### src/rtl/lab_ctrl_pkg.sv
// Shared definitions for the lab control blocks.
//   sweep_state_t : sequencer states of truth_table_sweeper
//   IDX_W         : width of a truth-table index (up to 4 inputs)
//   TBL_W         : width of a full truth table (2^IDX_W entries)
//   ERR_W         : width of a mismatch count (0..TBL_W)
package lab_ctrl_pkg;

  localparam int IDX_W = 4;
  localparam int TBL_W = 16;
  localparam int ERR_W = 5;

  typedef enum logic [1:0] {
    IDLE    = 2'd0,
    WAIT    = 2'd1,
    CAPTURE = 2'd2,
    FINISH  = 2'd3
  } sweep_state_t;

endpackage

### src/rtl/truth_table_sweeper.sv
// Sweeps every input combination of a 3- or 4-input combinational block,
// records its Y output as a truth table and compares it with an expected
// table.
//
// Parameters:
//   SETTLE     : cycles each vector is held before Y is sampled (1..15)
// Ports:
//   clk        : clock, rising edge
//   reset      : asynchronous, active-high; returns to IDLE, clears outputs
//   start      : request a sweep (honoured only in IDLE)
//   nvars      : 0 = 3-input function, 1 = 4-input function (latched at start)
//   expected   : expected truth table, bit i = Y for index i (latched at start)
//   f_in       : vector driven to the function under test ({A,B,C,D} or {0,A,B,C})
//   f_y        : Y returned by the function under test
//   busy       : sweep in progress
//   done       : one-cycle pulse at sweep end
//   table_out  : measured truth table
//   err_count  : number of mismatching indices
//   first_err  : lowest mismatching index, 0 if none
//   mismatch   : err_count != 0
module truth_table_sweeper
  import lab_ctrl_pkg::*;
#(
  parameter int SETTLE = 1
) (
  input  logic             clk,
  input  logic             reset,
  input  logic             start,
  input  logic             nvars,
  input  logic [TBL_W-1:0] expected,
  output logic [IDX_W-1:0] f_in,
  input  logic             f_y,
  output logic             busy,
  output logic             done,
  output logic [TBL_W-1:0] table_out,
  output logic [ERR_W-1:0] err_count,
  output logic [IDX_W-1:0] first_err,
  output logic             mismatch
);

  localparam logic [IDX_W-1:0] SETTLE_LAST = IDX_W'(SETTLE - 1);

  sweep_state_t     state;
  logic [IDX_W-1:0] idx;
  logic [IDX_W-1:0] settle_cnt;
  logic             nvars_q;
  logic [TBL_W-1:0] expected_q;
  logic [IDX_W-1:0] last_idx;
  logic             miss;

  assign last_idx = nvars_q ? IDX_W'(15) : IDX_W'(7);
  assign miss     = (f_y != expected_q[idx]);

  always_ff @(posedge clk or posedge reset) begin
    if (reset) begin
      state      <= IDLE;
      idx        <= '0;
      settle_cnt <= '0;
      nvars_q    <= 1'b0;
      expected_q <= '0;
      table_out  <= '0;
      err_count  <= '0;
      first_err  <= '0;
    end else begin
      case (state)
        IDLE: begin
          if (start) begin
            nvars_q    <= nvars;
            expected_q <= expected;
            table_out  <= '0;
            err_count  <= '0;
            first_err  <= '0;
            idx        <= '0;
            settle_cnt <= '0;
            state      <= WAIT;
          end
        end
        WAIT: begin
          if (settle_cnt == SETTLE_LAST) state <= CAPTURE;
          else settle_cnt <= settle_cnt + IDX_W'(1);
        end
        CAPTURE: begin
          table_out[idx] <= f_y;
          if (miss) begin
            err_count <= err_count + ERR_W'(1);
            // err_count still holds the pre-increment value here, so zero
            // means this is the first mismatching index of the sweep.
            if (err_count == '0) first_err <= idx;
          end
          // Last-index test comes before the increment, so idx never wraps.
          if (idx == last_idx) begin
            state <= FINISH;
          end else begin
            idx        <= idx + IDX_W'(1);
            settle_cnt <= '0;
            state      <= WAIT;
          end
        end
        FINISH:  state <= IDLE;
        default: state <= IDLE;
      endcase
    end
  end

  // In 3-input mode idx stays below 8, so f_in[3] is naturally 0.
  assign busy     = (state == WAIT) || (state == CAPTURE);
  assign done     = (state == FINISH);
  assign f_in     = busy ? idx : '0;
  assign mismatch = (err_count != '0);

endmodule
### config.mk
export PLATFORM = sky130hd
export DESIGN_NAME = truth_table_sweeper
export DESIGN_NICKNAME = d
export VERILOG_FILES = /design/src/rtl/lab_ctrl_pkg.sv /design/src/rtl/truth_table_sweeper.sv
export SDC_FILE = /design/constraint.sdc
export NUM_CORES = 1
export LEC_CHECK = 0
export CAP_MARGIN = 30
export CORE_MARGIN = 3
export CORE_UTILIZATION = 40
export CTS_CLUSTER_DIAMETER = 30
export DETAILED_ROUTE_END_ITERATION = 7
export GPL_ROUTABILITY_DRIVEN = 0
export SKIP_CTS_REPAIR_TIMING = 1
export SLEW_MARGIN = 10
export SYNTH_ARGS = -nofsm -noshare
export SYNTH_HDL_FRONTEND = slang
export SYNTH_SLANG_ARGS = --single-unit
### constraint.sdc
create_clock -name clk -period 3.6 [get_ports clk]
set_input_delay 0.36 -clock clk [delete_from_list [all_inputs] [get_ports clk]]
set_output_delay 0.36 -clock clk [all_outputs]
set_load 0.01 [all_outputs]
==> flow_metrics.py <==
metrics = {
    "status": {
        "status": "complete, no violations",
    },
    "synth": {
        "synth_edf_count": 0,
        "yosys_most_used_dff": "dfrtp_1",
        "syn_area_um2": 2750,
        "synth_top_area_cell": "dfrtp_1",
        "synthTopCellsByArea": "dfrtp_1 (47%), mux2_2 (8.2%), o21ai_0 (8.0%), ha_1 (6.4%), mux2i_1 (4.7%)",
        "ys_async_sr_fraction": 1.00,
        "ys_seq_elements": 52,
        "yosysMostFrequentCell": "dfrtp_1",
        "avgSynthCellArea_um2": 10.4,
        "yosysUniqueCellTypes": 38,
        "synthTopCellsByCount": "dfrtp_1 (52), o21ai_0 (44), nand2_1 (26)",
        "synth_top_area_share": 0.474,
        "yosysSeqAreaShare": 0.474,
        "syn_nets": 300,
        "postSynthCellCount": 265,
        "synth_warnings": 0,
    },
    "setup_path": {
        "cp_slowest_cell": "dfrtp_1",
        "arrival_ps": 2980,
        "path_class": "register to register",
        "cpPeakStageDelay_ps": 720,
        "cp.required_ps": 3790,
        "start_kind": "register",
        "critPathTopFamily": "multiplexers",
        "worstPathCellList": "mux2i_1, mux4_2, mux2_4, nor4_4, mux2_2, a32o_1",
        "critPathMaxFanout": 15,
        "path_buf_inv": 0,
        "end_kind": "register",
    },
    "floorplan": {
        "rows": 29,
        "die_h_um": 88.9,
        "die_w_um": 88.9,
        "initial_utilization": 0.423,
        "core_um2": 6490,
        "ioPinCount": 53,
        "die_area_um2": 7900,
    },
    "final_layout": {
        "diodes": 0,
        "drive_above_1_share": 0.127,
        "final_nets": 352,
        "area_delta_synth_final_pct": 25.8,
        "stdcell_count": 393,
    },
    "routing": {
        "wl_um": 6010,
        "antenna_left": 0,
        "drtIter0Drc": 120,
        "wl_per_cell_um": 15.3,
        "via_per_inst": 5.39,
        "drtPass1Iterations": 4,
        "vias": 2117,
        "drcViolationCount": 0,
    },
    "cts": {
        "cts_root_buf": "clkbuf_8",
        "cts_buffers": 5,
        "clkSlewWorstSetupHoldPaths_ps": 90,
        "numClockSinks": 52,
        "h-tree-depth": 2,
        "cts_buffer_depth": 2,
        "cts_tree": "yes",
        "clk_latency_ps": 300,
    },
    "power_and_ir_drop": {
        "power_density_nw_per_um2": 707,
        "pwr-share-comb": 0.474,
        "seqPwrFrac": 0.370,
        "p_leak_nw": 1.49,
        "internal_power_mw": 1.51,
        "power.total_mw": 2.44,
        "p_clk_frac": 0.156,
        "ir_drop_uv": 280,
        "p_sw_frac": 0.380,
        "p_sw_mw": 0.929,
    },
    "sta": {
        "setup_violations": 0,
        "relSlewSlack": 0.508,
        "setup_tns_ps": 0,
        "max_freq_mhz": 359,
        "fin_crit_ps": 2780,
        "post-route-period-util": 0.773,
        "rsz0062_at_grt": "no",
        "setup_ws_ps": 818,
        "worst_pin_slew_ps": 728,
        "finClkSkew_ps": 5.84,
        "drv_slew": 0,
        "final_hold_viol_count": 0,
    },
    "global_routing": {
        "grt_use_total": 0.166,
        "grt_pass1_vias": 2133,
        "grt-ovfl-total": 0,
        "antenna_found_initial": 0,
        "grt_start_max_net_pins": 34,
        "grt_pass1_wl_um": 10100,
    },
    "placement": {
        "hpwl_um": 4390,
        "dpl_worst_slack_ps": 819,
        "dp_cells": 387,
        "port_buffers": 52,
    },
    "worst_hold_path": {
        "hold_class": "input pin to asynchronous set/reset pin",
    },
    "flow_run": {
        "maxCapViolCount": 0,
    },
}
==> logic make-up after synthesis <==
group	count (synthesis)	share of synthesized area
AND/OR/NAND/NOR	65	0.124
XOR/XNOR	1	0.00319
buffers and inverters	23	0.0346
flip-flops	52	0.474
adder cells (fa/ha/maj)	14	0.0638
multiplexers	36	0.151
AO/OA/AOI/OAI	74	0.149
==> layout by cell type (no fill, tap or decap), types with 5 or more instances in the layout <==
cell type / Yosys / layout
a21oi_1: 19 / 19
clkbuf_8: 0 / 5
clkdlybuf4s50_1: 0 / 52
dfrtp_1: 52 / 52
ha_1: 14 / 14
inv_1: 12 / 11
mux2_2: 20 / 20
mux2i_1: 13 / 13
nand2_1: 26 / 26
nand3_1: 9 / 9
nor2_1: 8 / 8
o21ai_0: 44 / 44
==> area by class of cell <==
class	instances	area [um^2]
Clock buffer	5	68.8
Clock inverter	1	30.0
Fill cell	591	3040
Inverter	12	45.0
Multi-Input combinational cell	190	1350
Sequential cell	52	1300
Tap cell	77	96.3
Timing Repair Buffer	56	563
==> state kept, by name, indices dropped and copies added, names as in the netlist <==
register and count:
nvars_q 1, state 2, idx 4, expected_q 16
err_count 5, table_out 16, first_err 4, settle_cnt 4
==> worst paths after layout <==
kind                               startpoint  slack [ps]             to  cells after the start
worst max register to register         idx[0]         820   first_err[1]                      6
worst min-delay path                    reset         370  expected_q[0]                      2
worst min register to register  settle_cnt[3]         500  settle_cnt[3]                      1
worst max-delay path                   idx[0]         820   first_err[1]                      6
min in group clk                settle_cnt[3]         500  settle_cnt[3]                      1
max in group asynchronous               reset        2720  settle_cnt[0]                      3
==> routing by layer <==
layer  GRT usage  vias to the layer above  wire length, um
met3      0.0289                        4              276
li1            -                     1038                -
met4      0.0646                        0               46
met5           0                        -                0
met2       0.269                       52             2900
met1       0.222                     1023             2790
==> through the flow <==
step / hold slack [ps] / instance area [um^2] / utilization
6_report: 365 / 3460 / 0.532
3_3_place_gp: 481 / 3340 / 0.514
5_1_grt: 392 / 3460 / 0.532
2_1_floorplan: 452 / 2750 / -
3_5_place_dp: 483 / 3360 / 0.517
4_1_cts: 377 / 3460 / 0.532
==> power groups by stage <==
stage,Clock [mW],Sequential (mW),Combinational (mW)
2_1_floorplan,0,0.876,0.822
3_3_place_gp,0,0.919,1.15
3_5_place_dp,0,0.920,1.16
4_1_cts,0.397,0.908,1.17
5_1_grt,0.422,0.925,1.30
6_report,0.381,0.903,1.16
Note: power is estimated with default switching activity, not from simulation.
